`src/rtl/fpu_cmd_seq_if.sv`:
```
// fpu_cmd_seq_if: command, fpu pin, result and status signals of the fpu command sequencer.
// Latency: none; this is a plain bundle of wires.
// Backpressure: cmd_valid/cmd_ready on the command side, res_valid/res_ready on the result side.
interface fpu_cmd_seq_if;
  logic        cmd_valid;
  logic        cmd_ready;
  logic [2:0]  cmd_op;
  logic [2:0]  cmd_rm;
  logic [4:0]  cmd_a1;
  logic [4:0]  cmd_a2;
  logic [4:0]  cmd_a3;
  logic [31:0] cmd_data;

  logic [4:0]  fpu_addr1;
  logic [4:0]  fpu_addr2;
  logic [4:0]  fpu_addr3;
  logic [2:0]  fpu_opcode;
  logic [2:0]  fpu_round;
  logic        fpu_enable;
  logic        fpu_ld;
  logic        fpu_act;
  logic [31:0] fpu_inp;
  logic [31:0] fpu_out;
  logic        fpu_done;
  logic [7:0]  fpu_flags;

  logic        res_valid;
  logic        res_ready;
  logic [31:0] res_data;
  logic [8:0]  res_flags;
  logic        busy;
  logic [15:0] perf_ops;
  logic [15:0] perf_tmo;

  // Sequencer side.
  modport slave (
    input  cmd_valid, cmd_op, cmd_rm, cmd_a1, cmd_a2, cmd_a3, cmd_data,
    input  fpu_out, fpu_done, fpu_flags, res_ready,
    output cmd_ready, fpu_addr1, fpu_addr2, fpu_addr3, fpu_opcode, fpu_round,
    output fpu_enable, fpu_ld, fpu_act, fpu_inp,
    output res_valid, res_data, res_flags, busy, perf_ops, perf_tmo
  );

  // Host / fpu side.
  modport master (
    output cmd_valid, cmd_op, cmd_rm, cmd_a1, cmd_a2, cmd_a3, cmd_data,
    output fpu_out, fpu_done, fpu_flags, res_ready,
    input  cmd_ready, fpu_addr1, fpu_addr2, fpu_addr3, fpu_opcode, fpu_round,
    input  fpu_enable, fpu_ld, fpu_act, fpu_inp,
    input  res_valid, res_data, res_flags, busy, perf_ops, perf_tmo
  );
endinterface

```
`src/rtl/fpu_cmd_seq.sv`:
```
// fpu_cmd_seq: queues host writes / FP ops and walks the fpu pins through CLR, RD, LD, EXEC, WB.
// Latency: cmd accept to res_valid is 5+n cycles (n = EXEC cycles incl. done) with empty FIFO.
// Backpressure: cmd_ready low when FIFO full (unless popping); res_ready low holds the FSM in WB.
// Option: define FPU_SEQ_PERF_EN for saturating perf_ops/perf_tmo counters (tied 0 otherwise).
module fpu_cmd_seq #(
  parameter int DEPTH    = 4,
  parameter int TIMEOUT  = 15,
  parameter int SCR_ADDR = 31
) (
  input  logic          clk,
  input  logic          rstp,
  fpu_cmd_seq_if.slave  bus
);
  localparam int AW = $clog2(DEPTH);

  typedef struct packed {
    logic [2:0]  op;
    logic [2:0]  rm;
    logic [4:0]  a1;
    logic [4:0]  a2;
    logic [4:0]  a3;
    logic [31:0] data;
  } cmd_t;

  // Fields still needed once the command has left the FIFO.
  typedef struct packed {
    logic [2:0] op;
    logic [2:0] rm;
    logic [4:0] a1;
    logic [4:0] a2;
    logic [4:0] a3;
  } op_t;

  typedef enum logic [2:0] {S_IDLE, S_WR, S_CLR, S_RD, S_LD, S_EXEC, S_WB} state_t;

  cmd_t          fifo_mem [DEPTH];
  logic [AW-1:0] wr_ptr_q, wr_ptr_d, rd_ptr_q, rd_ptr_d;
  logic [AW:0]   cnt_q, cnt_d;
  state_t        state_q, state_d;
  op_t           cmd_q, cmd_d;
  logic [7:0]    tmo_q, tmo_d;
  logic          tmo_flag_q, tmo_flag_d;
  logic [4:0]    addr1_q, addr1_d, addr2_q, addr2_d, addr3_q, addr3_d;
  logic [2:0]    opcode_q, opcode_d, round_q, round_d;
  logic          enable_q, enable_d, ld_q, ld_d, act_q, act_d;
  logic [31:0]   inp_q, inp_d;
  logic          res_valid_q, res_valid_d;
  logic [31:0]   res_data_q, res_data_d;
  logic [8:0]    res_flags_q, res_flags_d;

  logic fifo_empty, fifo_full, pop, push, wb_fire;
  cmd_t cmd_in, head;

  assign fifo_empty = (cnt_q == '0);
  assign fifo_full  = (cnt_q == (AW+1)'(DEPTH));
  assign pop        = (state_q == S_IDLE) && !fifo_empty;
  // A pop in the same cycle frees a slot, so a full FIFO can still accept.
  assign bus.cmd_ready = !fifo_full || pop;
  assign push       = bus.cmd_valid && bus.cmd_ready;
  assign cmd_in     = {bus.cmd_op, bus.cmd_rm, bus.cmd_a1, bus.cmd_a2, bus.cmd_a3, bus.cmd_data};
  assign head       = fifo_mem[rd_ptr_q];
  assign wb_fire    = (state_q == S_WB) && (!res_valid_q || bus.res_ready);

  // Command storage; payload only, occupancy is tracked by the pointers.
  always_ff @(posedge clk) begin
    if (push) fifo_mem[wr_ptr_q] <= cmd_in;
  end

  // Next-state, FIFO pointer and registered fpu/result output computation.
  always_comb begin
    wr_ptr_d    = push ? wr_ptr_q + AW'(1) : wr_ptr_q;
    rd_ptr_d    = pop  ? rd_ptr_q + AW'(1) : rd_ptr_q;
    cnt_d       = cnt_q;
    if (push && !pop) cnt_d = cnt_q + (AW+1)'(1);
    if (pop && !push) cnt_d = cnt_q - (AW+1)'(1);
    state_d     = state_q;
    cmd_d       = cmd_q;
    tmo_d       = tmo_q;
    tmo_flag_d  = tmo_flag_q;
    addr1_d     = addr1_q;
    addr2_d     = addr2_q;
    addr3_d     = addr3_q;
    opcode_d    = opcode_q;
    round_d     = round_q;
    enable_d    = enable_q;
    ld_d        = ld_q;
    act_d       = act_q;
    inp_d       = inp_q;
    res_valid_d = res_valid_q && !bus.res_ready;
    res_data_d  = res_data_q;
    res_flags_d = res_flags_q;
    case (state_q)
      S_IDLE: begin
        if (pop) begin
          cmd_d = {head.op, head.rm, head.a1, head.a2, head.a3};
          if (head.op == 3'd7) begin
            state_d  = S_WR;
            enable_d = 1'b0;
            addr1_d  = head.a1;
            inp_d    = head.data;
          end else if (head.op != 3'd5 && head.op != 3'd6) begin
            // Writing 0 to the scratch word restarts the fpu done counter.
            state_d  = S_CLR;
            enable_d = 1'b0;
            addr1_d  = 5'(SCR_ADDR);
            inp_d    = 32'd0;
          end
        end
      end
      S_WR: begin
        state_d  = S_IDLE;
        enable_d = 1'b1;
      end
      S_CLR: begin
        state_d  = S_RD;
        enable_d = 1'b1;
        ld_d     = 1'b0;
        addr1_d  = cmd_q.a1;
        addr2_d  = cmd_q.a2;
        addr3_d  = cmd_q.a3;
        opcode_d = cmd_q.op;
        round_d  = cmd_q.rm;
      end
      S_RD: begin
        state_d = S_LD;
        ld_d    = 1'b1;
      end
      S_LD: begin
        state_d = S_EXEC;
        ld_d    = 1'b0;
        act_d   = 1'b1;
        tmo_d   = 8'd0;
      end
      S_EXEC: begin
        if (bus.fpu_done) begin
          state_d    = S_WB;
          tmo_flag_d = 1'b0;
        end else begin
          tmo_d = tmo_q + 8'd1;
          if (tmo_d == 8'(TIMEOUT)) begin
            state_d    = S_WB;
            tmo_flag_d = 1'b1;
          end
        end
      end
      S_WB: begin
        // While the result slot is blocked the fpu keeps writing dest; that is idempotent.
        if (wb_fire) begin
          res_valid_d = 1'b1;
          res_data_d  = tmo_flag_q ? 32'd0 : bus.fpu_out;
          res_flags_d = {tmo_flag_q, tmo_flag_q ? 8'h00 : bus.fpu_flags};
          state_d     = S_IDLE;
          enable_d    = 1'b1;
          ld_d        = 1'b0;
          act_d       = 1'b0;
        end
      end
      default: state_d = S_IDLE;
    endcase
  end

  // All sequencer state; reset discards any in-flight op and empties the FIFO.
  always_ff @(posedge clk or negedge rstp) begin
    if (!rstp) begin
      wr_ptr_q    <= '0;
      rd_ptr_q    <= '0;
      cnt_q       <= '0;
      state_q     <= S_IDLE;
      cmd_q       <= '0;
      tmo_q       <= '0;
      tmo_flag_q  <= 1'b0;
      addr1_q     <= '0;
      addr2_q     <= '0;
      addr3_q     <= '0;
      opcode_q    <= '0;
      round_q     <= '0;
      enable_q    <= 1'b1;
      ld_q        <= 1'b0;
      act_q       <= 1'b0;
      inp_q       <= '0;
      res_valid_q <= 1'b0;
      res_data_q  <= '0;
      res_flags_q <= '0;
    end else begin
      wr_ptr_q    <= wr_ptr_d;
      rd_ptr_q    <= rd_ptr_d;
      cnt_q       <= cnt_d;
      state_q     <= state_d;
      cmd_q       <= cmd_d;
      tmo_q       <= tmo_d;
      tmo_flag_q  <= tmo_flag_d;
      addr1_q     <= addr1_d;
      addr2_q     <= addr2_d;
      addr3_q     <= addr3_d;
      opcode_q    <= opcode_d;
      round_q     <= round_d;
      enable_q    <= enable_d;
      ld_q        <= ld_d;
      act_q       <= act_d;
      inp_q       <= inp_d;
      res_valid_q <= res_valid_d;
      res_data_q  <= res_data_d;
      res_flags_q <= res_flags_d;
    end
  end

  assign bus.fpu_addr1  = addr1_q;
  assign bus.fpu_addr2  = addr2_q;
  assign bus.fpu_addr3  = addr3_q;
  assign bus.fpu_opcode = opcode_q;
  assign bus.fpu_round  = round_q;
  assign bus.fpu_enable = enable_q;
  assign bus.fpu_ld     = ld_q;
  assign bus.fpu_act    = act_q;
  assign bus.fpu_inp    = inp_q;
  assign bus.res_valid  = res_valid_q;
  assign bus.res_data   = res_data_q;
  assign bus.res_flags  = res_flags_q;
  assign bus.busy       = (state_q != S_IDLE) || !fifo_empty;

`ifdef FPU_SEQ_PERF_EN
  logic [15:0] perf_ops_q, perf_ops_d, perf_tmo_q, perf_tmo_d;

  // Saturating counts of completed and timed-out ops, bumped on WB exit.
  always_comb begin
    perf_ops_d = perf_ops_q;
    perf_tmo_d = perf_tmo_q;
    if (wb_fire && !tmo_flag_q && perf_ops_q != 16'hFFFF) perf_ops_d = perf_ops_q + 16'd1;
    if (wb_fire &&  tmo_flag_q && perf_tmo_q != 16'hFFFF) perf_tmo_d = perf_tmo_q + 16'd1;
  end

  // Counter registers.
  always_ff @(posedge clk or negedge rstp) begin
    if (!rstp) begin
      perf_ops_q <= '0;
      perf_tmo_q <= '0;
    end else begin
      perf_ops_q <= perf_ops_d;
      perf_tmo_q <= perf_tmo_d;
    end
  end

  assign bus.perf_ops = perf_ops_q;
  assign bus.perf_tmo = perf_tmo_q;
`else
  assign bus.perf_ops = 16'd0;
  assign bus.perf_tmo = 16'd0;
`endif
endmodule

```
`src/flat_wrapper.sv`:
```
// flat-port wrapper written by rule: the top's interface ports become plain ports
module fpu_cmd_seq_flat 
#(
  parameter int DEPTH    = 4,
  parameter int TIMEOUT  = 15,
  parameter int SCR_ADDR = 31
)
  (clk, rstp, bus_cmd_valid, bus_cmd_op, bus_cmd_rm, bus_cmd_a1, bus_cmd_a2, bus_cmd_a3, bus_cmd_data, bus_fpu_out, bus_fpu_done, bus_fpu_flags, bus_res_ready, bus_cmd_ready, bus_fpu_addr1, bus_fpu_addr2, bus_fpu_addr3, bus_fpu_opcode, bus_fpu_round, bus_fpu_enable, bus_fpu_ld, bus_fpu_act, bus_fpu_inp, bus_res_valid, bus_res_data, bus_res_flags, bus_busy, bus_perf_ops, bus_perf_tmo);
  fpu_cmd_seq_if bus_i ();
  input  logic clk;
  input  logic rstp;
  input wire logic [$bits(bus_i.cmd_valid)-1:0] bus_cmd_valid;
  input wire logic [$bits(bus_i.cmd_op)-1:0] bus_cmd_op;
  input wire logic [$bits(bus_i.cmd_rm)-1:0] bus_cmd_rm;
  input wire logic [$bits(bus_i.cmd_a1)-1:0] bus_cmd_a1;
  input wire logic [$bits(bus_i.cmd_a2)-1:0] bus_cmd_a2;
  input wire logic [$bits(bus_i.cmd_a3)-1:0] bus_cmd_a3;
  input wire logic [$bits(bus_i.cmd_data)-1:0] bus_cmd_data;
  input wire logic [$bits(bus_i.fpu_out)-1:0] bus_fpu_out;
  input wire logic [$bits(bus_i.fpu_done)-1:0] bus_fpu_done;
  input wire logic [$bits(bus_i.fpu_flags)-1:0] bus_fpu_flags;
  input wire logic [$bits(bus_i.res_ready)-1:0] bus_res_ready;
  output wire logic [$bits(bus_i.cmd_ready)-1:0] bus_cmd_ready;
  output wire logic [$bits(bus_i.fpu_addr1)-1:0] bus_fpu_addr1;
  output wire logic [$bits(bus_i.fpu_addr2)-1:0] bus_fpu_addr2;
  output wire logic [$bits(bus_i.fpu_addr3)-1:0] bus_fpu_addr3;
  output wire logic [$bits(bus_i.fpu_opcode)-1:0] bus_fpu_opcode;
  output wire logic [$bits(bus_i.fpu_round)-1:0] bus_fpu_round;
  output wire logic [$bits(bus_i.fpu_enable)-1:0] bus_fpu_enable;
  output wire logic [$bits(bus_i.fpu_ld)-1:0] bus_fpu_ld;
  output wire logic [$bits(bus_i.fpu_act)-1:0] bus_fpu_act;
  output wire logic [$bits(bus_i.fpu_inp)-1:0] bus_fpu_inp;
  output wire logic [$bits(bus_i.res_valid)-1:0] bus_res_valid;
  output wire logic [$bits(bus_i.res_data)-1:0] bus_res_data;
  output wire logic [$bits(bus_i.res_flags)-1:0] bus_res_flags;
  output wire logic [$bits(bus_i.busy)-1:0] bus_busy;
  output wire logic [$bits(bus_i.perf_ops)-1:0] bus_perf_ops;
  output wire logic [$bits(bus_i.perf_tmo)-1:0] bus_perf_tmo;
  assign bus_i.cmd_valid = bus_cmd_valid;
  assign bus_i.cmd_op = bus_cmd_op;
  assign bus_i.cmd_rm = bus_cmd_rm;
  assign bus_i.cmd_a1 = bus_cmd_a1;
  assign bus_i.cmd_a2 = bus_cmd_a2;
  assign bus_i.cmd_a3 = bus_cmd_a3;
  assign bus_i.cmd_data = bus_cmd_data;
  assign bus_i.fpu_out = bus_fpu_out;
  assign bus_i.fpu_done = bus_fpu_done;
  assign bus_i.fpu_flags = bus_fpu_flags;
  assign bus_i.res_ready = bus_res_ready;
  assign bus_cmd_ready = bus_i.cmd_ready;
  assign bus_fpu_addr1 = bus_i.fpu_addr1;
  assign bus_fpu_addr2 = bus_i.fpu_addr2;
  assign bus_fpu_addr3 = bus_i.fpu_addr3;
  assign bus_fpu_opcode = bus_i.fpu_opcode;
  assign bus_fpu_round = bus_i.fpu_round;
  assign bus_fpu_enable = bus_i.fpu_enable;
  assign bus_fpu_ld = bus_i.fpu_ld;
  assign bus_fpu_act = bus_i.fpu_act;
  assign bus_fpu_inp = bus_i.fpu_inp;
  assign bus_res_valid = bus_i.res_valid;
  assign bus_res_data = bus_i.res_data;
  assign bus_res_flags = bus_i.res_flags;
  assign bus_busy = bus_i.busy;
  assign bus_perf_ops = bus_i.perf_ops;
  assign bus_perf_tmo = bus_i.perf_tmo;
  fpu_cmd_seq #(.DEPTH(DEPTH), .TIMEOUT(TIMEOUT), .SCR_ADDR(SCR_ADDR)) u_core (.clk(clk), .rstp(rstp), .bus(bus_i));
endmodule
```
`config.mk`:
```
export PLATFORM = sky130hd
export DESIGN_NAME = fpu_cmd_seq_flat
export DESIGN_NICKNAME = d
export VERILOG_FILES = /design/src/rtl/fpu_cmd_seq_if.sv /design/src/rtl/fpu_cmd_seq.sv /design/src/flat_wrapper.sv
export SDC_FILE = /design/constraint.sdc
export NUM_CORES = 1
export LEC_CHECK = 0
export BUFFER_PORTS_ARGS = -buffer_cell sky130_fd_sc_hd__buf_2
export CORE_UTILIZATION = 55
export DETAILED_ROUTE_END_ITERATION = 7
export PLACE_DENSITY_LB_ADDON = 0.12
export SYNTH_ARGS = -nofsm -noshare
export SYNTH_HDL_FRONTEND = slang
export SYNTH_SLANG_ARGS = --single-unit
```
`constraint.sdc`:
```
create_clock -name clk -period 3.7 [get_ports clk]
set_input_delay 0.185 -clock clk [delete_from_list [all_inputs] [get_ports clk]]
set_output_delay 0.185 -clock clk [all_outputs]
set_load 0.01 [all_outputs]
```
* Word-level counts from Yosys, hierarchy flattened
Memory sizes are Yosys's and may differ from the RTL's.
Cells that the tools add are included.
** Storage, ports and cells
- Output and inout port bits :: 132
- Bits of input ports :: 98
- Bits in writable memories :: 212
- Memories kept :: 1
- Memory bits (read-only) :: 0
- Register bits :: 138
- Latch bits :: 0
** Memories
- u_core.fifo_mem :: words 4, width 53, read ports 1, clocked after Yosys merged registers in 0, wr ports 1, line fpu_cmd_seq.sv:36 : cmd_t fifo_mem [DEPTH];
** Operators by class
- Eq/ne operators :: 16
- $lt $le $gt $ge :: 0
- Shift operators :: 0
- Bitwise logic cells :: 0
- Reductions and logical operators :: 39
- Multipliers :: 0
- Div/mod/pow operators :: 0
- Muxes and demuxes :: 33
- $add $sub $neg :: 5
** Operator list (number)
- 32-bit 2-to-1 mux :: 3
- 3-bit 2-to-1 mux :: 8
- 3-bit case mux with 6 select lines :: 1
- 8-bit 2-to-1 mux :: 2
- 8-bit case mux with 2 select lines :: 1
- 3-bit equality test (second input constant) :: 5
- 5-bit 2-to-1 mux :: 3
- 2-bit AND reduction :: 6
- 2-bit nonzero test :: 6
- 1-bit 2-to-1 mux :: 11
- 5-bit case mux with 2 select lines :: 1
- 3-bit inequality test (second input constant) :: 3
- 3-bit nonzero test :: 3
- 8-bit by 1-bit adder with 8-bit output (second input constant) :: 1
- 8-bit by 4-bit equality test with 1-bit output (second input constant) :: 1
- 4-bit AND reduction :: 2
- 1-bit logical AND :: 7
- 3-bit by 2-bit equality test with 1-bit output (second input constant) :: 2
- 1-bit logical NOT :: 6
- 3-bit logical NOT :: 2
- 1-bit case mux with 3 select lines :: 2
- 3-bit AND reduction :: 2
- 2-bit by 1-bit adder with 2-bit output (second input constant) :: 2
- 2-bit by 1-bit inequality test with 1-bit output (second input constant) :: 2
- other kinds (8) :: 11

* Longest topological paths before layout
Gate-level depths: netlist of the first run.
- Word-level depth :: 8
- Gate-level depth with buffers :: 9
- Mapped depth without buffers :: 7

* Worst setup path after synthesis of the first run
No wires, ideal clock.
- Path type :: flip-flop to flip-flop
- From :: register u_core.state_q[0]
- To :: memory u_core.fifo_mem[0][0] (netlist name), enable pin
- Path buffers :: 0
- Stages on the path, launching flop included :: 4
- Required time :: 3.284 ns
- Path slack :: 0.714 ns
- Period minus slack after synthesis :: 2.986 ns
- Arrival :: 2.569 ns
- Path through :: dfrtp_1 > or3_1 > a31oi_1 > and2_1
** On the way
- Longest elaborated chain between the ends :: 6
** Ends and longest elaborated chain
- start: declaration :: line fpu_cmd_seq.sv:39 : state_t state_q, state_d;
- start signal: assignment :: line fpu_cmd_seq.sv:188 : state_q <= state_d;
- 3-bit logical NOT :: line fpu_cmd_seq.sv:56 : assign pop = (state_q == S_IDLE) && !fifo_empty;
- 1-bit logical AND :: line fpu_cmd_seq.sv:56
- 1-bit logical OR :: line fpu_cmd_seq.sv:58 : assign bus.cmd_ready = !fifo_full || pop;
- 1-bit logical AND :: line fpu_cmd_seq.sv:59 : assign push = bus.cmd_valid && bus.cmd_ready;
- 1-bit 2-to-1 mux :: line fpu_cmd_seq.sv:66 : if (push) fifo_mem[wr_ptr_q] <= cmd_in;
- 1-bit 2-to-1 mux (not written as such) :: line fpu_cmd_seq.sv:66
- end: declaration :: line fpu_cmd_seq.sv:36
Every way passes these cells.

* Worst setup path in the final report of the first run
- From :: register u_core.state_q[0]
- To :: memory u_core.fifo_mem[0][46] (netlist name), enable pin
The elaborated chain is that of the path after synthesis.

==> results.env, run 1 <==
FINALHOLDWORSTSLACK_NS=0.0186
FF2FF_SETUP_SLACK_NS=0.89
TIMING.FINAL.WS_SETUP_NS=0.891
CRIT_FANOUT=36
CLK_LATENCY_NS=0.51
RELSLEWSLACK=0.327
WIRELENGTH_UM=29100
POST-ROUTE-PERIOD-UTIL=0.759
PATH_DELAY_FAMILY='simple AND/OR/NAND/NOR gates'
TIMING.CRITICAL_PATH.ARRIVAL_NS=3.00
REGAREA_UM2=9830
YOSYSSEQAREASHARE=0.707
PWR-SHARE-SEQ=0.427
FINALHOLDVIOLATIONS=0
SYNTH.YOSYS.WARNINGS=0
CTS-RESIZED-GATES=0
SYNTH.DISTINCT_CELLS=42
SYNTH_AREA_LEADER_CELL='sky130_fd_sc_hd__edfxtp_1'
ANTENNA_LEFT=0
CELLINTERNALPOWER_mW=9.09
WORST_VDD_IR_uV=516
WORSTSETUPPATHTYPE='reg -> reg'
CTS_HOLD_BUFFERS=90
POST-CTS-SETUP-BUFFERS=0
SYN2LAYOUT_AREA_GROWTH_PCT=23.3
ENDPOINT_KIND_OF_THE_WORST_SETUP_TIMING_PATH='flop'
CRIT_PATH_CELL_TRACE='or3_1 > a31oi_1 > and2_2 > buf_12'
DRC=0
MULTI_INPUT_COMB_AREA_UM2=3670
FINCLKSKEW_NS=0.0164
WORSTHOLDPATHCELLS=3
CELLLEAKAGEPOWER_nW=7.12
CTS_INSERTED_BUFFERS=36
MAX_FREQ_MHz=356
YOSYS.AREA.TOP_TYPE_SHARE=0.458
SETUP.WORST_PATH.START_CLASS='flop'
CLOCK_SINK_COUNT=350
PERIOD_NEEDED_NS=2.81
GR-TOTAL-OVERFLOW=0
MOST_NUMEROUS_CELL_TYPES_IN_THE_SYNTHESIZED_NETLIST='242 x sky130_fd_sc_hd__nand2_1, 212 x sky130_fd_sc_hd__edfxtp_1, 137 x sky130_fd_sc_hd__dfrtp_1, 81 x sky130_fd_sc_hd__o21ai_0, 53 x sky130_fd_sc_hd__mux4_2'
CTS.PATH.MAX_BUFFERS=3
GRT_ANTENNA_BEFORE_REPAIR=2
NUM-FILL-CELLS=1645
SYNTH.AREA.TOP_CELLS='sky130_fd_sc_hd__edfxtp_1 46%, sky130_fd_sc_hd__dfrtp_1 25%, sky130_fd_sc_hd__mux4_2 8.6%, sky130_fd_sc_hd__nand2_1 6.5%, sky130_fd_sc_hd__o21ai_0 2.9%'
SYNTHESIS.AREA_PER_INSTANCE_UM2=14.5
DIE_Y_UM=161
SWITCHING_POWER_mW=4.70
CRIT_PATH_TOP_DELAY_CELL='sky130_fd_sc_hd__and2_2'
SLEW_VIOLATIONS=0
SYN-CELL-AREA_UM2=13900
TOTAL_VIA_COUNT_AFTER_DETAILED_ROUTING=8533
POWER_SWITCHING_SHARE=0.341
DETAIL_ROUTE.FIRST_PASS.ITERATIONS=5
FLOORPLAN.DIE_AREA_UM2=25900
CPPEAKSTAGEDELAY_NS=0.59
PIN_COUNT=230
TRITONCTS='yes'
DIE_W_UM=161
POWER.COMBINATIONAL.FRACTION=0.326
SYNTH_ENABLE_FLOP_CELLS=212
PORTBUFFERS=197
CRITICAL_PATH_BUF_INV_COUNT=1
REG2REGPATHDEPTH=4
TRACK_USAGE=0.230
CTS_ROOT_BUF='sky130_fd_sc_hd__clkbuf_16'
HOLD_PATH_CLASS='in -> reg'
SYNTH_MOST_COMMON_CELL='sky130_fd_sc_hd__nand2_1'
NNETSFINAL=1355
ROWS=57
GRT_SETUP_UNREPAIRED='false'
OUTCOME='finished, final reports clean'
WORST-SLEW-PIN-TRANSITION_NS=1.00
CELL_COUNT_ALONG_THE_CRITICAL_PATH=4
POWER.CLOCK.FRACTION=0.247
GRT_PASS1_WL_UM=46000
POST_DRT_WL_PER_CELL_UM=18.2
POSTSYNTH.ASYNCRESETSHARE=0.394
VIAS_IN_THE_FIRST_GLOBAL_ROUTE=8556
CP_DATA_REQUIRED_TIME_NS=3.89
DESIGN.CORE.AREA_UM2=24500
YS_FF_LATCH=350
POSTSYNTH.TOPFLOPCELL='sky130_fd_sc_hd__edfxtp_1'
GRT_START_MAX_NET_PINS=83
CTS-HTREE-LEVELS=2
SETUP_TNS_NS=0
DP_SLACK_NS=0.888
HPWL_UM=17500
PATH_CLK_SLEW_NS=0.06
EFFECTIVE_UTILIZATION_AT_FLOORPLAN=0.567
DRTITER0DRC=674
GP_CONGESTION=0.798
POWERDENSITY_nW_PER_UM2=805
POST_ROUTE_CELLS_DRIVE_ABOVE_1_SHARE=0.279
SYN_INST=961
DRT_VIA_DENSITY=5.33
FINALSETUPVIOLCOUNT=0
MAX-CAP-VIOLATIONS=0
==> cell usage in the layout (no fill, tap or decap), types with 3 or more instances in the layout <==
cell and count:
sky130_fd_sc_hd__nand2_1 242, sky130_fd_sc_hd__edfxtp_1 212, sky130_fd_sc_hd__buf_2 196, sky130_fd_sc_hd__dfrtp_1 135
sky130_fd_sc_hd__dlygate4sd3_1 90, sky130_fd_sc_hd__o21ai_0 81, sky130_fd_sc_hd__mux4_2 53, sky130_fd_sc_hd__clkbuf_16 36
sky130_fd_sc_hd__nand4_1 33, sky130_fd_sc_hd__conb_1 32, sky130_fd_sc_hd__o21ai_2 17, sky130_fd_sc_hd__buf_4 16
sky130_fd_sc_hd__inv_1 9, sky130_fd_sc_hd__clkinv_1 8, sky130_fd_sc_hd__clkinv_2 8, sky130_fd_sc_hd__or3_1 7
sky130_fd_sc_hd__nor2_1 7, sky130_fd_sc_hd__nand3_1 6, sky130_fd_sc_hd__xnor2_1 6, sky130_fd_sc_hd__ha_1 6
sky130_fd_sc_hd__clkbuf_8 6, sky130_fd_sc_hd__a31oi_1 5, sky130_fd_sc_hd__nand2b_1 5, sky130_fd_sc_hd__clkbuf_1 5
sky130_fd_sc_hd__and2_2 4, sky130_fd_sc_hd__a21oi_1 4, sky130_fd_sc_hd__mux2i_1 4, sky130_fd_sc_hd__nor3_1 3
sky130_fd_sc_hd__a22o_1 3, sky130_fd_sc_hd__and3_1 3, sky130_fd_sc_hd__o31ai_1 3, sky130_fd_sc_hd__o21ai_1 3
sky130_fd_sc_hd__nor2b_1 3, sky130_fd_sc_hd__buf_12 3
==> tightest hold or removal path: stages <==
cell                      delay [ns]
sky130_fd_sc_hd__buf_2          0.10
sky130_fd_sc_hd__nand2_1        0.10
sky130_fd_sc_hd__o21ai_0        0.09
==> power by group through the flow <==
stage	logic (mW)	clock network [mW]	registers (mW)
finish	4.49	3.40	5.89
global route	4.98	3.63	6.01
CTS	4.55	3.49	5.90
detailed placement	4.47	0	5.96
global placement	4.38	0	5.92
floorplan	2.98	0	6.01
==> registers in the layout (all words and copies together), names as in the netlist, 2 cells and up <==
name and flops:
u_core.rd_ptr_q 2, u_core.bus.res_data 32, u_core.tmo_q 8, u_core.bus.res_flags 9
u_core.cmd_q 21, u_core.bus.fpu_addr3 5, u_core.state_q 3, u_core.bus.fpu_round 3
u_core.bus.fpu_addr1 5, u_core.bus.fpu_opcode 3, u_core.bus.fpu_inp 32, u_core.fifo_mem 212
u_core.cnt_q 3, u_core.bus.fpu_addr2 5, u_core.wr_ptr_q 2
==> cell families (layout without fill, tap and decap cells) <==
kind of cell,Yosys count,count (layout),share of synthesized area
other,1,33,0.000270
DFF,350,350,0.707
buffers and inverters,96,381,0.0399
xor gates and xnor gates,7,7,0.00576
adders and majority gates,7,7,0.00684
muxes,59,59,0.0904
and+or+nand+nor,319,319,0.0980
AOI/OAI and AO/OA,122,122,0.0523
==> cell type report <==
class	count	share of cell area
repair buffers	306	0.121
clock inverters	18	0.00708
multi-input cells	546	0.214
flip-flops and latches	350	0.573
well taps	324	0.0237
inverters	10	0.00219
diodes	1	0.000146
clock buffers	47	0.0585
==> metrics by stage <==
step / utilization / power (mW) / instance area, um^2 / cells
2_1_floorplan: - / 8.99 / 14000 / 992
3_3_place_gp: 0.616 / 10.3 / 15100 / 1446
3_5_place_dp: 0.616 / 10.4 / 15100 / 1446
4_1_cts: 0.698 / 13.9 / 17100 / 1601
5_1_grt: 0.698 / 14.6 / 17100 / 1602
6_report: 0.698 / 13.8 / 17100 / 1602
==> final timing paths <==
check / startpoint / endpoint
worst max-delay path: u_core.state_q[0] / u_core.fifo_mem[0][46]
worst min-delay path: bus_fpu_out[13] / u_core.bus.res_data[13]
worst max register to register: u_core.state_q[0] / u_core.fifo_mem[0][46]
worst min register to register: u_core.cmd_q[4] / u_core.bus.fpu_addr3[4]
max in group asynchronous: rstp / u_core.bus.fpu_enable
min in group asynchronous: rstp / u_core.bus.res_data[10]
==> layer usage <==
layer,up-vias,GRT usage,wire [um]
met1,4164,0.308,12100
met5,-,0,13
met4,2,0.0669,623
li1,4023,-,-
met2,295,0.389,14500
met3,49,0.0406,1860
(Power assumes the default switching activity.)
==> inputs of run 2 (changes only) <==
--- a/config.mk
+++ b/config.mk
@@ -5,6 +5,7 @@
 export SDC_FILE = /design/constraint.sdc
 export NUM_CORES = 1
 export LEC_CHECK = 0
+export ABC_AREA = 1
 export BUFFER_PORTS_ARGS = -buffer_cell sky130_fd_sc_hd__buf_2
 export CORE_UTILIZATION = 55
 export DETAILED_ROUTE_END_ITERATION = 7
==> constraint.sdc (replaced) <==
create_clock -name clk -period 2.6 [get_ports clk]
set_input_delay 0.13 -clock clk [delete_from_list [all_inputs] [get_ports clk]]
set_output_delay 0.13 -clock clk [all_outputs]
set_load 0.01 [all_outputs]
==> run 2 against run 1 <==
  * Combinational power rose by 52%
  * Critical path type unchanged
  * Clock skew rose by 0.0064 ns
  * Synthesized cell count rose by 21%
  * Clock-buffer cell count fell by 1
  * Flip-flop and latch count did not move
  * Critical path depth rose by 5
  * Die area rose by 0.60%
  * Largest power group unchanged
  * Wire length rose by 4.2%
  * Fmax rose by 25%
==> results.env, run 2 <==
SYNTH_AREA_LEADER_CELL='sky130_fd_sc_hd__edfxtp_1'
TOTAL_VIA_COUNT_AFTER_DETAILED_ROUTING=9554
POWERDENSITY_nW_PER_UM2=1160
TIMING.CRITICAL_PATH.ARRIVAL_NS=2.67
WORST_VDD_IR_uV=787
YOSYSSEQAREASHARE=0.702
YOSYS.AREA.TOP_TYPE_SHARE=0.455
MAX-CAP-VIOLATIONS=0
SYNTH.AREA.TOP_CELLS='sky130_fd_sc_hd__edfxtp_1 46%, sky130_fd_sc_hd__dfrtp_1 25%, sky130_fd_sc_hd__nand2_1 5.5%, sky130_fd_sc_hd__o21ai_0 4.9%, sky130_fd_sc_hd__nor2_1 3.1%'
SYN-CELL-AREA_UM2=14000
SYN2LAYOUT_AREA_GROWTH_PCT=23.3
MOST-COMMON-LAYOUT-CELLS='212 x sky130_fd_sc_hd__edfxtp_1, 206 x sky130_fd_sc_hd__nand2_1, 196 x sky130_fd_sc_hd__buf_2'
FINALHOLDVIOLATIONS=0
CTS_ROOT_BUF='sky130_fd_sc_hd__clkbuf_16'
POSTSYNTH.ASYNCRESETSHARE=0.394
DRTITER0DRC=783
SYNTH.DISTINCT_CELLS=36
TRITONCTS='yes'
POST-ROUTE-CELL-AREA_UM2=17200
DETAIL_ROUTE.FIRST_PASS.ITERATIONS=5
PWR-SHARE-SEQ=0.418
SYN_INST=1166
OUTCOME='finished, final reports clean'
PIN_COUNT=230
FF2FF_SETUP_SLACK_NS=0.35
GP_CONGESTION=0.808
GRT_ANTENNA_BEFORE_REPAIR=2
WORST-SLEW-PIN-TRANSITION_NS=0.765
REPORT.POWER.TOTAL_mW=20.0
CLOCK_SINK_COUNT=350
POSTSYNTH.TOPFLOPCELL='sky130_fd_sc_hd__edfxtp_1'
DESIGN.CORE.AREA_UM2=24600
DIE_Y_UM=161
MAX_FREQ_MHz=445
CTS.PATH.MAX_BUFFERS=3
RELSLEWSLACK=0.490
HOLD_PATH_END='u_core.wr_ptr_q[0]'
ENDPOINT_KIND_OF_THE_WORST_SETUP_TIMING_PATH='flop'
YS_FF_LATCH=350
HPWL_UM=17800
ANTENNA_LEFT=0
CELLINTERNALPOWER_mW=12.8
HOLD_PATH_CLASS='in -> reg'
VIAS_IN_THE_FIRST_GLOBAL_ROUTE=9412
POST-ROUTE-PERIOD-UTIL=0.865
GRT_SETUP_UNREPAIRED='false'
SYNTH_MOST_COMMON_CELL='sky130_fd_sc_hd__edfxtp_1'
SYNTH.YOSYS.WARNINGS=0
DRT_VIA_DENSITY=5.28
CP_DATA_REQUIRED_TIME_NS=3.03
TRACK_USAGE=0.237
GRT_PASS1_WL_UM=48500
LARGEST_REGISTER_FFS=212
POWER.COMBINATIONAL.FRACTION=0.343
SLEW_VIOLATIONS=0
SWITCHING_POWER_mW=7.16
NUM-FILL-CELLS=1789
MOST_NUMEROUS_CELL_TYPES_IN_THE_SYNTHESIZED_NETLIST='212 x sky130_fd_sc_hd__edfxtp_1, 206 x sky130_fd_sc_hd__nand2_1, 138 x sky130_fd_sc_hd__o21ai_0, 137 x sky130_fd_sc_hd__dfrtp_1, 116 x sky130_fd_sc_hd__nor2_1'
PATH_CLK_SLEW_NS=0.06
ROWS=57
POST-CTS-SETUP-BUFFERS=0
GR-TOTAL-OVERFLOW=0
PERIOD_NEEDED_NS=2.25
FINCLKSKEW_NS=0.0228
FLOORPLAN.DIE_AREA_UM2=26100
HOLD_PATH_STARTPOINT='bus_cmd_valid'
GRT_START_MAX_NET_PINS=80
WORST_R2R_ENDPOINT='u_core.bus.fpu_addr1[0]'
FINALHOLDWORSTSLACK_NS=0.188
DIE_W_UM=161
PORTBUFFERS=197
FIN_UTIL=0.701
CTS_INSERTED_BUFFERS=36
POWER.CLOCK.FRACTION=0.239
REG2REGPATHDEPTH=9
LAYOUT_COMMONEST_CELL='sky130_fd_sc_hd__edfxtp_1'
WORSTSETUPPATHTYPE='reg -> reg'
NNETSFINAL=1564
SYNTH_ENABLE_FLOP_CELLS=212
CTS-HTREE-LEVELS=2
FINALSETUPVIOLCOUNT=0
POST_DP_CELL_AREA_UM2=15200
WORSTHOLDPATHCELLS=5
SETUP.WORST_PATH.START_CLASS='flop'
DRC=0
CELLLEAKAGEPOWER_nW=7.24
POWER_SWITCHING_SHARE=0.359
POST_ROUTE_CELLS_DRIVE_ABOVE_1_SHARE=0.213
WIRELENGTH_UM=30300
CLK_LATENCY_NS=0.51
POST_DRT_WL_PER_CELL_UM=16.7
RR_STARTPOINT='u_core.rd_ptr_q[0]'
EFFECTIVE_UTILIZATION_AT_FLOORPLAN=0.568
CRIT_FANOUT=37
REGMOSTFLOPS='u_core.fifo_mem'
SYNTHESIS.AREA_PER_INSTANCE_UM2=12.0
-- run 2: metal layers --
layer	share of wire	GRT usage
met5	0	0
met4	0.021	0.0712
met3	0.062	0.0439
met2	0.48	0.395
met1	0.44	0.320
-- run 2: kinds of logic after synthesis --
family | synth area share
other | 0.000268
buffers and inverters | 0.0600
AOI/OAI and AO/OA | 0.118
and+or+nand+nor | 0.109
xor gates and xnor gates | 0.00313
adders and majority gates | 0.00680
DFF | 0.702
-- run 2: per-stage QoR --
| stage | setup slack, ns | setup TNS (ns) | instances |
|---|---|---|---|
| after CTS | 0.356 | 0 | 1809 |
| final | 0.352 | 0 | 1811 |
| after global placement | 0.441 | 0 | 1649 |
| after global routing | 0.185 | 0 | 1810 |
| after detailed placement | 0.396 | 0 | 1649 |
| after floorplan | -0.260 | -55.15 | 1197 |
-- run 2: power by group through the flow --
stage	Combinational [mW]	Sequential, mW	Clock (mW)
3_5_place_dp	6.72	8.42	0
4_1_cts	6.88	8.32	4.87
6_report	6.84	8.34	4.78
5_1_grt	7.65	8.50	5.09
3_3_place_gp	6.62	8.38	0
2_1_floorplan	4.35	8.65	0
-- run 2: area by class of cell --
| class | count | area [um^2] | share of cell area |
|---|---|---|---|
| multi-input cells | 692 | 3470 | 0.201 |
| flip-flops and latches | 350 | 9820 | 0.569 |
| repair buffers | 316 | 2210 | 0.128 |
| clock buffers | 46 | 948 | 0.0550 |
| diodes | 2 | 5.00 | 0.000290 |
| inverters | 63 | 243 | 0.0141 |
| well taps | 324 | 405 | 0.0235 |
| clock inverters | 18 | 141 | 0.00820 |
-- run 2: what timing repair did --
action,CTS,global route
hold endpoints to repair,321,0
resized for setup,0,0
hold buffers,96,0
-- run 2: worst max path at each step --
stage / start / endpoint / slack [ns] / cells after the start
3_5_place_dp: u_core.rd_ptr_q[0] / u_core.bus.fpu_addr1[0] / 0.40 / 9
5_1_grt: u_core.rd_ptr_q[0] / u_core.bus.fpu_addr1[0] / 0.19 / 9
6_report: u_core.rd_ptr_q[0] / u_core.bus.fpu_addr1[0] / 0.35 / 9
3_3_place_gp: u_core.rd_ptr_q[0] / u_core.bus.fpu_addr1[4] / 0.44 / 9
2_1_floorplan: u_core.state_q[1] / u_core.fifo_mem[0][0] / -0.26 / 5
4_1_cts: u_core.rd_ptr_q[0] / u_core.bus.fpu_addr1[0] / 0.36 / 9
-- run 2: critical path: stages, from the launching register on --
cell,delay [ns]
sky130_fd_sc_hd__dfrtp_2,0.56
sky130_fd_sc_hd__inv_6,0.26
sky130_fd_sc_hd__nand2_1,0.09
sky130_fd_sc_hd__nand3_1,0.10
sky130_fd_sc_hd__nand2_2,0.09
sky130_fd_sc_hd__nand3_2,0.10
sky130_fd_sc_hd__clkinv_2,0.49
sky130_fd_sc_hd__nand3_1,0.25
sky130_fd_sc_hd__nand2_1,0.08
sky130_fd_sc_hd__o21ai_1,0.13
==> inputs of run 3 (changes only) <==
==> constraint.sdc (replaced) <==
create_clock -name clk -period 2.4 [get_ports clk]
set_input_delay 0.12 -clock clk [delete_from_list [all_inputs] [get_ports clk]]
set_output_delay 0.12 -clock clk [all_outputs]
set_load 0.01 [all_outputs]
==> run 3 against run 2 <==
  * Worst setup slack gained 0.061 ns
  * Largest cell class unchanged
  * Die area did not move
  * Clock-buffer cell count rose by 2
  * Highest routed layer unchanged
  * Via count down 0.27%
==> results.env, run 3 (synthesis gave the netlist of run 2 again) <==
TRACK_USAGE=0.237
SETUP_TNS_NS=0
CRIT_PATH_TOP_DELAY_CELL='sky130_fd_sc_hd__dfrtp_1'
CTS_INSERTED_BUFFERS=37
PATH_DELAY_FAMILY='buffers and inverters'
MAX-CAP-VIOLATIONS=0
DIE_Y_UM=161
CTS_ROOT_BUF='sky130_fd_sc_hd__clkbuf_16'
ENDPOINT_KIND_OF_THE_WORST_SETUP_TIMING_PATH='flop'
POWERDENSITY_nW_PER_UM2=1270
FF2FF_SETUP_SLACK_NS=0.41
FINALSETUPVIOLCOUNT=0
STARTPOINT='u_core.rd_ptr_q[1]'
LARGEST_REGISTER_FFS=212
GRT_USE_MET3=0.0452
CTS-RESIZED-GATES=0
CRIT_TOP_CELL='sky130_fd_sc_hd__nand2_1'
OUTCOME='finished, final reports clean'
WIRELENGTH_UM=30300
ROWS=57
DPL.CELL_COUNT=1653
DP_SLACK_NS=0.438
PIN_COUNT=230
FIN_UTIL=0.708
GRT_PASS1_WL_UM=48700
PERIOD_NEEDED_NS=1.99
DRTITER0DRC=684
GR-TOTAL-OVERFLOW=0
CTS-HTREE-LEVELS=2
FINALHOLDVIOLATIONS=0
RR_STARTPOINT='u_core.rd_ptr_q[1]'
CP_DATA_REQUIRED_TIME_NS=2.78
ANTENNA_LEFT=0
REGMOSTFLOPS='u_core.fifo_mem'
WORST_SETUP_PATH_ENDPOINT='u_core.bus.fpu_inp[5]'
TOP_USAGE_LAYER='met2'
DIE_W_UM=161
WORST_VDD_IR_uV=753
FLOORPLAN.DIE_AREA_UM2=26100
PATH_CLK_SLEW_NS=0.06
CELLLEAKAGEPOWER_nW=7.34
POST-ROUTE-PERIOD-UTIL=0.828
TOTAL_VIA_COUNT_AFTER_DETAILED_ROUTING=9528
NNETSFINAL=1569
NUM-FILL-CELLS=1746
WORST_R2R_ENDPOINT='u_core.bus.fpu_inp[5]'
VIAS_IN_THE_FIRST_GLOBAL_ROUTE=9507
CRITICAL_PATH_BUF_INV_COUNT=3
REG2REGPATHDEPTH=10
POST_ROUTE_CELLS_DRIVE_ABOVE_1_SHARE=0.221
CTS.PATH.MAX_BUFFERS=3
MOST-COMMON-LAYOUT-CELLS='212 x sky130_fd_sc_hd__edfxtp_1, 206 x sky130_fd_sc_hd__nand2_1, 196 x sky130_fd_sc_hd__buf_2'
DRT_VIA_DENSITY=5.24
PORTBUFFERS=197
FINCLKSKEW_NS=0.0105
TRITONCTS='yes'
GRT_ANTENNA_BEFORE_REPAIR=2
GLOBALROUTEMET1UTIL=0.309
LAYOUT_COMMONEST_CELL='sky130_fd_sc_hd__edfxtp_1'
CELL_COUNT_ALONG_THE_CRITICAL_PATH=10
FIN_CELLS=1818
DESIGN.CORE.AREA_UM2=24600
CLOCK_SINK_COUNT=350
HPWL_UM=18200
GP_CONGESTION=0.858
MAX_FREQ_MHz=503
TIMING.FINAL.WS_SETUP_NS=0.413
DETAIL_ROUTE.FIRST_PASS.ITERATIONS=6
HOLD_PATH_CLASS='in -> reg'
POST_DRT_WL_PER_CELL_UM=16.7
CRIT_PATH_CELL_TRACE='inv_2 > buf_4 > nand3_1 > nand2_1 > nand2_1 > nand3_2 > nand2_2 > buf_12 > nand2_1 > o21ai_2'
WORSTSETUPPATHTYPE='reg -> reg'
GR-USAGE-MET2=0.406
GRT_SETUP_UNREPAIRED='false'
CPPEAKSTAGEDELAY_NS=0.45
SETUP.WORST_PATH.START_CLASS='flop'
EFFECTIVE_UTILIZATION_AT_FLOORPLAN=0.568
CLK_LATENCY_NS=0.51
RELSLEWSLACK=0.492
GRT_START_MAX_NET_PINS=81
SLEW_VIOLATIONS=0
CRIT_FANOUT=65
SYN2LAYOUT_AREA_GROWTH_PCT=24.6
TIMING.CRITICAL_PATH.ARRIVAL_NS=2.37
DRC=0
WORST-SLEW-PIN-TRANSITION_NS=0.762
-- run 3: final cells by class --
class	count	area, um^2	area share
Sequential cell	350	9820	0.564
Tap cell	324	405	0.0233
Clock buffer	48	1040	0.0597
Antenna cell	2	5.00	0.000287
Timing Repair Buffer	320	2240	0.129
Multi-Input combinational cell	692	3470	0.199
Inverter	63	243	0.0139
Clock inverter	19	194	0.0111
-- run 3: report_power, final --
| part | switching (mW) | internal [mW] | total (mW) |
|---|---|---|---|
| registers | 0.774 | 8.27 | 9.05 |
| logic | 4.79 | 2.62 | 7.41 |
| clock network | 2.21 | 3.48 | 5.69 |
-- run 3: metal layers --
metal  share of wire  up-vias
met2            0.49      318
li1                -     4587
met3           0.064       46
met5               0        -
met4           0.019        0
met1            0.43     4577
-- run 3: what timing repair did --
item | 4_1_cts | 5_1_grt
hold endpoints to repair | 330 | 0
hold buffers | 96 | 0
setup buffers | 0 | 0
-- run 3: metrics by stage --
stage          hold slack, ns  area (um^2)  power, mW
2_1_floorplan          -0.176        14100       14.1
3_3_place_gp            0.228        15200       16.3
5_1_grt                 0.219        17400       23.5
6_report                0.176        17400       22.1
4_1_cts                 0.159        17400       22.3
3_5_place_dp            0.230        15200       16.4
-- run 3: worst min path at each step --
stage	from	endpoint	slack (ns)	depth (start not counted)
CTS	bus_cmd_valid	u_core.cnt_q[1]	0.16	5
global placement	rstp	u_core.tmo_q[6]	0.23	1
floorplan	rstp	u_core.bus.fpu_act	-0.18	0
detailed placement	rstp	u_core.tmo_q[6]	0.23	1
global route	bus_cmd_valid	u_core.cnt_q[1]	0.22	5
finish	bus_cmd_valid	u_core.cnt_q[1]	0.18	5
-- run 3: tightest hold or removal path, delay by kind of cell --
family | cells | cell delay [ns]
buf+inv | 2 | 0.15
compound gates | 1 | 0.06
simple gates | 1 | 0.14
fa+ha+maj | 1 | 0.18
